`config.mk`:
```
export PLATFORM = sky130hd
export DESIGN_NAME = stream_rr_arbiter_flat
export DESIGN_NICKNAME = d
export VERILOG_FILES = /design/src/rtl/stream_rr_arbiter_if.sv /design/src/rtl/stream_rr_arbiter.sv /design/src/flat_wrapper.sv
export SDC_FILE = /design/constraint.sdc
export NUM_CORES = 1
export LEC_CHECK = 0
export ABC_CLOCK_PERIOD_IN_PS = 1900
export BUFFER_PORTS_ARGS = -buffer_cell sky130_fd_sc_hd__buf_4
export CAP_MARGIN = 10
export CORE_UTILIZATION = 38
export DETAILED_ROUTE_END_ITERATION = 8
export HOLD_SLACK_MARGIN = 0.08
export MAX_ROUTING_LAYER = met4
export PLACE_DENSITY = 0.77
export SLEW_MARGIN = 20
export SYNTH_ARGS = -nofsm -noshare
export SYNTH_HDL_FRONTEND = slang
export SYNTH_SLANG_ARGS = --single-unit
```
`constraint.sdc`:
```
create_clock -name clk -period 1.9 [get_ports clk]
set_input_delay 0.095 -clock clk [delete_from_list [all_inputs] [get_ports clk]]
set_output_delay 0.095 -clock clk [all_outputs]
set_load 0.05 [all_outputs]
```
`src/rtl/stream_rr_arbiter_if.sv`:
```
// Handshake bundle between NUM_REQ producer lanes, the arbiter and one stream consumer.
// The slave modport is the arbiter's view; master is the surrounding environment.
interface stream_rr_arbiter_if #(
    parameter int NUM_REQ = 4,
    parameter int DATA_W  = 32,
    parameter int ID_W    = 2
);
    logic [NUM_REQ-1:0]        s_vld;
    logic [NUM_REQ*DATA_W-1:0] s_data;
    logic [NUM_REQ-1:0]        s_last;
    logic [NUM_REQ-1:0]        s_rdy;
    logic                      m_vld;
    logic [DATA_W-1:0]         m_data;
    logic                      m_last;
    logic                      m_rdy;
    logic [ID_W-1:0]           grant_id;
    logic                      busy;

    modport slave (
        input  s_vld, s_data, s_last, m_rdy,
        output s_rdy, m_vld, m_data, m_last, grant_id, busy
    );

    modport master (
        output s_vld, s_data, s_last, m_rdy,
        input  s_rdy, m_vld, m_data, m_last, grant_id, busy
    );
endinterface

```
`src/rtl/stream_rr_arbiter.sv`:
```
// Packet-granular round-robin arbiter: NUM_REQ valid/ready lanes share one consumer
// through a registered single-entry output stage.
module stream_rr_arbiter #(
    parameter int NUM_REQ = 4,
    parameter int DATA_W  = 32,
    parameter int ID_W    = 2
) (
    input  logic               clk,
    input  logic               rst_n,
    stream_rr_arbiter_if.slave bus
);
    localparam int LW = (NUM_REQ > 1) ? $clog2(NUM_REQ) : 1;

    typedef enum logic {IDLE, LOCKED} state_t;

    state_t              state;
    logic [ID_W-1:0]     ptr;
    logic [ID_W-1:0]     grant_id;
    logic                busy;
    logic                m_vld;
    logic                m_last;
    logic [DATA_W-1:0]   m_data;

    logic [ID_W-1:0]     winner;
    logic                found;
    logic [NUM_REQ-1:0]  s_rdy;
    logic [LW-1:0]       sel;
    logic                stage_free;
    logic                lane_xfer;
    logic                sel_last;
    logic [DATA_W-1:0]   sel_data;
    int                  idx;

    assign sel        = grant_id[LW-1:0];
    assign stage_free = !m_vld || bus.m_rdy;
    assign sel_data   = bus.s_data[sel*DATA_W +: DATA_W];
    assign sel_last   = bus.s_last[sel];
    assign lane_xfer  = bus.s_vld[sel] && s_rdy[sel];

    // First requester at or after ptr, wrapping past the top lane.
    always_comb begin
        // NOTE: every combinational output gets a default first so no path leaves it unassigned (no latch).
        found  = 1'b0;
        winner = '0;
        idx    = 0;
        for (int k = 0; k < NUM_REQ; k++) begin
            idx = (int'(ptr) + k) % NUM_REQ;
            if (!found && bus.s_vld[idx[LW-1:0]]) begin
                found  = 1'b1;
                winner = ID_W'(idx);
            end
        end
    end

    always_comb begin
        s_rdy = '0;
        if (state == LOCKED && stage_free) s_rdy[sel] = 1'b1;
    end

    always_ff @(posedge clk or negedge rst_n) begin
        if (!rst_n) begin
            state    <= IDLE;
            ptr      <= '0;
            grant_id <= '0;
            busy     <= 1'b0;
            m_vld    <= 1'b0;
            m_last   <= 1'b0;
            m_data   <= '0;
        end else begin
            // NOTE: registered state uses non-blocking assignment so every update sees pre-edge values.
            if (lane_xfer) begin
                m_vld  <= 1'b1;
                m_data <= sel_data;
                m_last <= sel_last;
            end else if (m_vld && bus.m_rdy) begin
                m_vld <= 1'b0;
            end

            case (state)
                IDLE: begin
                    if (found) begin
                        grant_id <= winner;
                        busy     <= 1'b1;
                        state    <= LOCKED;
                    end
                end
                LOCKED: begin
                    // Grant is released only when the end-of-packet beat is accepted.
                    if (lane_xfer && sel_last) begin
                        state <= IDLE;
                        busy  <= 1'b0;
                        if (grant_id == ID_W'(NUM_REQ - 1)) ptr <= '0;
                        else                                ptr <= grant_id + ID_W'(1);
                    end
                end
                default: state <= IDLE;
            endcase
        end
    end

    assign bus.s_rdy    = s_rdy;
    assign bus.m_vld    = m_vld;
    assign bus.m_data   = m_data;
    assign bus.m_last   = m_last;
    assign bus.grant_id = grant_id;
    assign bus.busy     = busy;
endmodule

```
`src/flat_wrapper.sv`:
```
// flat-port wrapper written by rule: the top's interface ports become plain ports
module stream_rr_arbiter_flat 
#(
    parameter int NUM_REQ = 4,
    parameter int DATA_W  = 32,
    parameter int ID_W    = 2
)
  (clk, rst_n, bus_s_vld, bus_s_data, bus_s_last, bus_m_rdy, bus_s_rdy, bus_m_vld, bus_m_data, bus_m_last, bus_grant_id, bus_busy);
  stream_rr_arbiter_if #(.NUM_REQ(NUM_REQ), .DATA_W(DATA_W), .ID_W(ID_W)) bus_i ();
  input  logic clk;
  input  logic rst_n;
  input wire logic [$bits(bus_i.s_vld)-1:0] bus_s_vld;
  input wire logic [$bits(bus_i.s_data)-1:0] bus_s_data;
  input wire logic [$bits(bus_i.s_last)-1:0] bus_s_last;
  input wire logic [$bits(bus_i.m_rdy)-1:0] bus_m_rdy;
  output wire logic [$bits(bus_i.s_rdy)-1:0] bus_s_rdy;
  output wire logic [$bits(bus_i.m_vld)-1:0] bus_m_vld;
  output wire logic [$bits(bus_i.m_data)-1:0] bus_m_data;
  output wire logic [$bits(bus_i.m_last)-1:0] bus_m_last;
  output wire logic [$bits(bus_i.grant_id)-1:0] bus_grant_id;
  output wire logic [$bits(bus_i.busy)-1:0] bus_busy;
  assign bus_i.s_vld = bus_s_vld;
  assign bus_i.s_data = bus_s_data;
  assign bus_i.s_last = bus_s_last;
  assign bus_i.m_rdy = bus_m_rdy;
  assign bus_s_rdy = bus_i.s_rdy;
  assign bus_m_vld = bus_i.m_vld;
  assign bus_m_data = bus_i.m_data;
  assign bus_m_last = bus_i.m_last;
  assign bus_grant_id = bus_i.grant_id;
  assign bus_busy = bus_i.busy;
  stream_rr_arbiter #(.NUM_REQ(NUM_REQ), .DATA_W(DATA_W), .ID_W(ID_W)) u_core (.clk(clk), .rst_n(rst_n), .bus(bus_i));
endmodule
```
### Word level (Yosys, flattened, before mapping)

Cells that the tools add are included.

* register bits: 40
* output and inout port bits: 41
* word-level logic and storage cells: 73

* eq/ne operators: 3
* shift operators: 1
* $add $sub $neg: 4
* magnitude comparators: 6
* reduce and logical (&&, ||, !) cells: 17
* mux-type cells: 34
* bitwise logic cells: 1

Operator list (count)
* $shiftx 128x8->32: 1
* $mux 1: 18
* $lt 2x3->1 const B: 5
* $bmux 1 s2: 7
* $mux 2: 5
* $logic_and 1x1->1: 8
* $reduce_and 2->1: 3
* $add 2x1->2 const B: 2
* $add 2x2->2 const B: 2
* $logic_not 1->1: 4
* $mux 4: 1
* $pmux 1 s2: 2
* $demux 1 s2: 1
* $eq 2x2->1 const B: 1
* $ge 2x1->1 const B: 1
* $ne 2x1->1 const B: 1
* $ne 2x2->1 const B: 1
* $reduce_bool 2->1: 1
* $logic_or 1x1->1: 1
* $not 1->1: 1

### Depth between registers and ports, before layout

Gate-level depths: netlist of run 1.

* word-level depth: 14
* mapped depth: 9

### Least setup slack after synthesis of run 1

OpenSTA, ideal clock, no wires.

* kind: register -> register
* start: register u_core.grant_id[0], in the netlist u_core.bus.grant_id[0]
* end: register u_core.m_data[12], in the netlist u_core.bus.m_data[12]
* path slack: -542 ps
* cell stages (with the launch flop): 10
* arrival: 2317 ps
* library setup time: 125 ps
* buffers on the path: 3
* cell sequence: dfrtp_1 buf_4 inv_2 ha_1 and4b_1 a41oi_1 a21o_1 buf_6 buf_8 mux2_4

* cells in the longest elaborated chain, start to end: 8

Ends and longest elaborated chain
* from (decl): line stream_rr_arbiter.sv:18 `logic [ID_W-1:0] grant_id;`
* from (signal assigned): line stream_rr_arbiter.sv:82 `grant_id <= winner;`
* $lt 2x3->1 (not written as such) or $ge 2x1->1 (tied branches): line stream_rr_arbiter.sv:57 `if (state == LOCKED && stage_free) s_rdy[sel] = 1'b1;`
* $logic_and 1x1->1 (not written as such): line stream_rr_arbiter.sv:57
* $mux 1 (not written as such): line stream_rr_arbiter.sv:57
* $demux 1 s2
* $mux 4: line stream_rr_arbiter.sv:57
* $bmux 1 s2: line stream_rr_arbiter.sv:38 `assign lane_xfer = bus.s_vld[sel] && s_rdy[sel];`
* $mux 1 (not written as such): line stream_rr_arbiter.sv:38
* $logic_and 1x1->1: line stream_rr_arbiter.sv:38
* to (signal assigned): line stream_rr_arbiter.sv:73 `m_data <= sel_data;`
* to (decl): line stream_rr_arbiter.sv:22 `logic [DATA_W-1:0] m_data;`

Parallel ways exist; a longest one is shown, timed or not. The select of a mux whose other input is x is not followed.
A chain may end at the register's enable or synchronous reset.

### Final worst setup path of run 1

* start: register u_core.grant_id[0], in the netlist u_core.bus.grant_id[0]
* end: register u_core.m_data[30], in the netlist u_core.bus.m_data[30]

The elaborated chain is that of the path after synthesis.

==> results of run 1 <==
worst register-to-register path, delay by kind of cell (launching register included):
family / cells / cell delay (ps)
flip-flops: 1 / 480
AO/OA/AOI/OAI: 2 / 460
multiplexers: 1 / 300
adder cells (fa/ha/maj): 1 / 240
buffers and inverters: 1 / 190
AND/OR/NAND/NOR: 1 / 160
power by group through the flow:
stage,Sequential (mW),Clock [mW],Combinational (mW)
CTS,1.61,0.623,5.33
global placement,1.60,0,5.16
detailed placement,1.62,0,5.24
finish,1.62,0.606,5.50
floorplan,2.95,0,2.49
global route,1.67,0.655,5.76
cell families (layout without fill, tap and decap cells):
family / after synthesis / count (layout)
flops: 40 / 40
simple gates: 17 / 17
buf+inv: 19 / 214
mux: 69 / 69
fa+ha+maj: 4 / 4
compound gates: 16 / 16
layout by cell type (no fill, tap or decap), types with 3 or more instances in the layout:
cell type and count:
mux2_2 7, inv_1 5, buf_4 190, dfrtp_1 38, nor2_1 3, clkbuf_8 6
mux2_4 28, nand2_1 3, mux4_2 32, and3_1 4, a21oi_1 3
timing repair:
action / CTS / global route
pin swaps: 1 / 3
resized for setup: 6 / 9
setup endpoints to repair: 33 / 37
buffers inserted: 2 / 1
gates cloned: 0 / 2
hold buffers: 1 / 0
endpoints found under the hold margin: 40 / 0
final timing paths:
path | slack [ps] | endpoint
hold / removal | 110 | u_core.bus.grant_id[1]$_DFFE_PN0P_
max in group asynchronous | 1210 | u_core.bus.grant_id[1]$_DFFE_PN0P_
setup reg to reg | -30 | u_core.bus.m_data[30]$_DFFE_PN0P_
min in group asynchronous | 320 | u_core.bus.busy$_DFFE_PN0P_
setup / recovery | -30 | u_core.bus.m_data[30]$_DFFE_PN0P_
hold reg to reg | 510 | u_core.bus.m_last$_DFFE_PN0P_
per-stage QoR:
step | hold slack (ps) | utilization [%] | setup TNS [ps] | std cells
after global placement | 98.6 | 63.1 | -73.5 | 423
final | 114 | 66.8 | -464 | 437
after detailed placement | 108 | 63.1 | -1840 | 423
after global routing | 161 | 66.8 | -2420 | 437
after CTS | 110 | 65.4 | -10.8 | 434
after floorplan | -201 | - | -7960 | 165
flip-flops by register name, summed over array words and instances (netlist names):
register             count
u_core.ptr               2
u_core.bus.busy          1
u_core.state             1
u_core.bus.grant_id      2
u_core.bus.m_vld         1
u_core.bus.m_data       32
u_core.bus.m_last        1
final cells by class:
cell class | instances | share of cell area [%]
Sequential cell | 40 | 23.0
Multi-Input combinational cell | 106 | 35.7
Inverter | 7 | 0.659
Timing Repair Buffer | 199 | 36.2
Clock buffer | 6 | 1.89
Clock inverter | 2 | 0.344
Tap cell | 77 | 2.21
layer usage:
metal	global-route usage [%]	vias up	part of all wire [%]
met5	-	-	0
met4	5.91	0	1.3
met3	4.96	9	8.7
met2	37.8	114	52
met1	25.1	1138	38
li1	-	1050	-
==> metrics.yaml, run 1 <==
status: "finished, violations left"
violations: "negative setup slack"
vias_per_cell: 5.29
setup_violations: 22
start_kind: "flop"
tritoncts: "done"
path_buf_inv: 1
grt_pass1_wl_mm: 11.8
yosys.area_share.simple_pct: 3.61
seq_power_share_pct: 20.9
slew_violations: 0
critPathRequiredTime_ps: 2080
drtIter0Drc: 60
start_util_pct: 40.3
port_buffers: 179
num_antenna_cells: 0
grt_usage_pct: 21.6
p_clk_share_pct: 7.8
synthArstFlopShare_pct: 100
synth_fp_nets: 308
final.setup.worst_slack_ps: -31.5
wl_per_cell_um: 17.7
endpoint_kind: "flop"
root_buffer: "clkbuf_8"
die_width_um: 85.3
period_needed_ps: 1930
crit_chain: "ha_2 > and4_1 > a41oi_2 > a21o_4 > clkbuf_16 > mux2_4"
routed_wl_mm: 7.72
syn_to_final_growth_pct: 65.7
synthMuxAreaShare_pct: 47.0
cts_sinks: 40
crit_type: "flop to flop"
drt_first_pass_iters: 4
hpwl_mm: 6.00
rows: 29
synth_edf_count: 0
dpl_cell_area_mm2: 0.00412
synth_compound_area_share_pct: 4.32
p_comb_share_pct: 71.2
clk_path_buf_depth: 2
num_vias: 2311
place.gp.congestion: 0.855
max_freq_ghz: 0.518
synthAdderAreaFrac_pct: 1.90
synth-seq-cells: 40
pwr_density_cell_mw_per_mm2: 1770
yosysTopAreaCell: "dfrtp_1"
power.leakage_nw: 2.17
ys.flop_type: "dfrtp_1"
drc_errors: 0
syn_area_mm2: 0.00264
fillCellCount: 510
synthXorXnorAreaFrac_pct: 0
die_area_mm2: 0.00727
postSynthAreaPerCell_um2: 16.0
core_area_mm2: 0.00653
rsz0062_at_grt: "true"
internal_power_mw: 4.18
p_sw_mw: 3.54
ir_worst_vdd_mv: 0.944
hold_violations: 0
ioPinCount: 180
worst_pin_slew_ps: 516
insertion_delay_ps: 290
antenna_found_initial: 0
grt_max_degree: 41
power_mw: 7.72
relSlewSlack_pct: 65.6
yosysWarnings: 0
finClkSkew_ps: 2.29
cp_slowest_cell: "dfrtp_2"
critPathMaxStageDelay_ps: 480
grt.overflow.total: 0
synthCells: 165
min_path_cells: 3
reg2reg_depth: 6
final-seq-area_mm2: 0.00100
crit_family: "flip-flops"
yosysTopAreaCellShare_pct: 38.0
nets: 502
final_cell_area_mm2: 0.00437
max_cap_violations: 0
crit_path_max_fanout: 7
synth_cell_types: 34
first_global_vias: 2479
detail-route-antenna-nets: 0
clk_pin_slew_ps: 80
min-delay-start: "bus_s_vld[3]"
crit_arrival_ps: 2110
ys_top_cells_by_count: "40 x dfrtp_1, 32 x mux4_2, 27 x mux2_4"
cts_buffers: 5
yosysMostFrequentCell: "dfrtp_1"
cp.depth: 6
cts.htree.levels: 2
p_sw_share_pct: 45.8
place_ws_ps: -84.5
min_period_over_period_pct: 102
synthTopCellsByArea: "dfrtp_1 38%, mux4_2 27%, mux2_4 15%"
synth_top_family_by_area: "multiplexers"
multiInputGateArea_mm2: 0.00156
critPathLaunch: "u_core.bus.grant_id[0]$_DFFE_PN0P_"
worst_hold_path_type: "input port to flop"
seq_area_frac_synth_pct: 38.0
rr_startpoint: "u_core.bus.grant_id[0]$_DFFE_PN0P_"
die_y_um: 85.3
drive_above_1_share_pct: 78.9
Note: power is estimated with default switching activity, not from simulation.
==> run 2: changes to the inputs <==
--- a/config.mk
+++ b/config.mk
@@ -12,7 +12,7 @@
 export DETAILED_ROUTE_END_ITERATION = 8
 export HOLD_SLACK_MARGIN = 0.08
 export MAX_ROUTING_LAYER = met4
-export PLACE_DENSITY = 0.77
+export PLACE_DENSITY = 0.84
 export SLEW_MARGIN = 20
 export SYNTH_ARGS = -nofsm -noshare
 export SYNTH_HDL_FRONTEND = slang
==> run 2 against run 1 <==
Against the previous run:
- the flow still finishes with violations (negative setup slack)
- final area increased by 0.54%
- wire length rose by 1.7%
- non-clock buffer count is the same
- cell count is the same
- worst setup slack better by 22 ps
- via count increased by 0.82%
- critical path type unchanged
- largest power group unchanged
==> metrics.yaml, run 2 (synthesis gave the netlist of run 1 again) <==
start_kind: "flop"
rows: 29  # unchanged
tritoncts: "done"
grt_pass1_wl_mm: 12.0  # +2.2%
num_antenna_cells: 0  # unchanged
largest_reg_flops: 32  # unchanged
drive_above_1_share_pct: 78.1  # -0.83 points
crit_family: "compound AO/OA/AOI/OAI gates"
antenna_found_initial: 0  # unchanged
crit_chain: "buf_4 > ha_1 > a41oi_2 > a21o_4 > clkbuf_16 > mux2_4"
syn_to_final_growth_pct: 66.6
place.gp.congestion: 0.888  # +3.9%
vias_per_cell: 5.33  # +0.82%
critPathRequiredTime_ps: 2070  # about the same
power_mw: 7.85  # +1.7%
layoutNonFillerInstCount: 437  # unchanged
max_freq_ghz: 0.524  # +1.1%
path_buf_inv: 2  # +1
root_buffer: "clkbuf_8"
max_cap_violations: 0  # unchanged
most-common-layout-cells: "191 x buf_4, 38 x dfrtp_1, 32 x mux4_2, 32 x mux2_4, 6 x inv_1"
relSlewSlack_pct: 66.5  # +0.89 points
dr_wl_met3_um: 635  # -5.4%
hpwl_mm: 6.06  # +0.94%
largestRegisters: "u_core.bus.m_data: 32 flops, u_core.bus.grant_id: 2 flops, u_core.ptr: 2 flops"
pwr_density_cell_mw_per_mm2: 1790  # +1.1%
routed_wl_mm: 7.85  # +1.7%
cp_slowest_cell: "dfrtp_2"
ir_worst_vdd_mv: 1.06  # +13%
cts_sinks: 40  # unchanged
final.setup.worst_slack_ps: -9.86  # +21.7 ps
drc_errors: 0  # unchanged
hold_violations: 0  # unchanged
clk_pin_slew_ps: 80  # about the same
violations: "negative setup slack"
start_util_pct: 40.3  # unchanged
cts.htree.levels: 2  # unchanged
wirelength_met1_mm: 2.85  # -2.2%
layout.cells.most_common: "buf_4"
critPathMaxStageDelay_ps: 450  # -30 ps
top_register: "u_core.bus.m_data"
insertion_delay_ps: 290  # about the same
die_y_um: 85.3  # unchanged
endpoint_kind: "flop"
place_ws_ps: -93.1  # -8.64 ps
setup_violations: 14  # -36%
min_period_over_period_pct: 101  # -1.1 points
finClkSkew_ps: 8.73  # +6.43 ps
fin_util_pct: 67.2  # +0.36 points
die_area_mm2: 0.00727  # unchanged
grt_usage_pct: 22.2  # +0.54 points
drt_first_pass_iters: 4  # unchanged
die_width_um: 85.3  # unchanged
first_global_vias: 2465  # -0.56%
status: "finished, violations left"
core_area_mm2: 0.00653  # unchanged
detail-route-antenna-nets: 0  # unchanged
wl_per_cell_um: 18.0  # +1.7%
slew_violations: 0  # unchanged
rsz0062_at_grt: "true"
grt_max_degree: 41  # unchanged
crit_arrival_ps: 2080  # -30 ps
cts_buffers: 5  # unchanged
power.leakage_nw: 2.21  # +1.8%
port_buffers: 179  # unchanged
drtIter0Drc: 64  # +6.7%
grt.overflow.total: 0  # unchanged
dr.max_layer_used: "met4"
ioPinCount: 180  # unchanged
dp_cells: 421  # -0.47%
wl_met2_mm: 4.28  # +6.2%
crit_path_max_fanout: 6  # -1
holdWs_ps: 148  # +34.6 ps
worst_hold_path_type: "input port to flop"
period_needed_ps: 1910  # -21.7 ps
worst_pin_slew_ps: 502  # -13.4 ps
num_vias: 2330  # +0.82%
clk_path_buf_depth: 2  # unchanged
crit_type: "flop to flop"
nets: 502  # unchanged
## run 2: changes by cell type in the layout (fill, tap and decap cells not counted), sizes merged
cell / change
clkinvlp: -2
bufinv: +1
clkinv: +1
## run 2: final cells by class
class	instances	area, um2
multi-input cells	106	1560
inverters	7	28.8
clock inverters	2	35.0
fillers	484	2140
repair buffers	199	1590
well taps	77	96.3
flip-flops and latches	40	1000
clock buffers	6	72.6
## run 2: what timing repair did
| action | in CTS | in global routing |
|---|---|---|
| setup endpoints to repair | 33 | 36 |
| cloned | 1 | 2 |
| setup buffers | 2 | 2 |
| gates resized for setup | 4 | 7 |
| endpoints found under the hold margin | 40 | 0 |
| pin swaps | 1 | 3 |
| hold buffers | 1 | 0 |
## run 2: report_power, final
part	internal (mW)	switching [mW]
Combinational	2.64	2.91
Clock	0.390	0.289
Sequential	1.30	0.323
## run 2: path summary, 6_finish.rpt
path,from,cells past startpoint,endpoint,slack [ps]
max in group asynchronous,rst_n,2,u_core.bus.grant_id[0]$_DFFE_PN0P_,1210
setup / recovery,u_core.bus.grant_id[0]$_DFFE_PN0P_,6,u_core.bus.m_data[7]$_DFFE_PN0P_,-10
hold / removal,bus_s_vld[3],3,u_core.bus.grant_id[1]$_DFFE_PN0P_,150
min in group asynchronous,rst_n,2,u_core.bus.m_data[7]$_DFFE_PN0P_,330
setup reg to reg,u_core.bus.grant_id[0]$_DFFE_PN0P_,6,u_core.bus.m_data[7]$_DFFE_PN0P_,-10
hold reg to reg,u_core.bus.m_data[17]$_DFFE_PN0P_,1,u_core.bus.m_data[17]$_DFFE_PN0P_,520
## run 2: routing by layer
metal / vias up / global-route usage [%]
met5: - / -
met4: 0 / 4.24
met3: 10 / 4.57
met2: 121 / 40.8
met1: 1152 / 25.0
li1: 1047 / -
## run 2: per-stage QoR
step	cell area, um2	setup TNS, ps
after CTS	4290	0
after global placement	4120	0
after detailed placement	4120	-1160
final	4390	-73.1
after global routing	4390	-1810
after floorplan	2660	-7960
## run 2: worst reg2reg max path, cell delays in order (launching register included)
cell and delay, ps:
dfrtp_2 450, buf_4 150, ha_1 220, a41oi_2 240
a21o_4 250, clkbuf_16 180, mux2_4 300
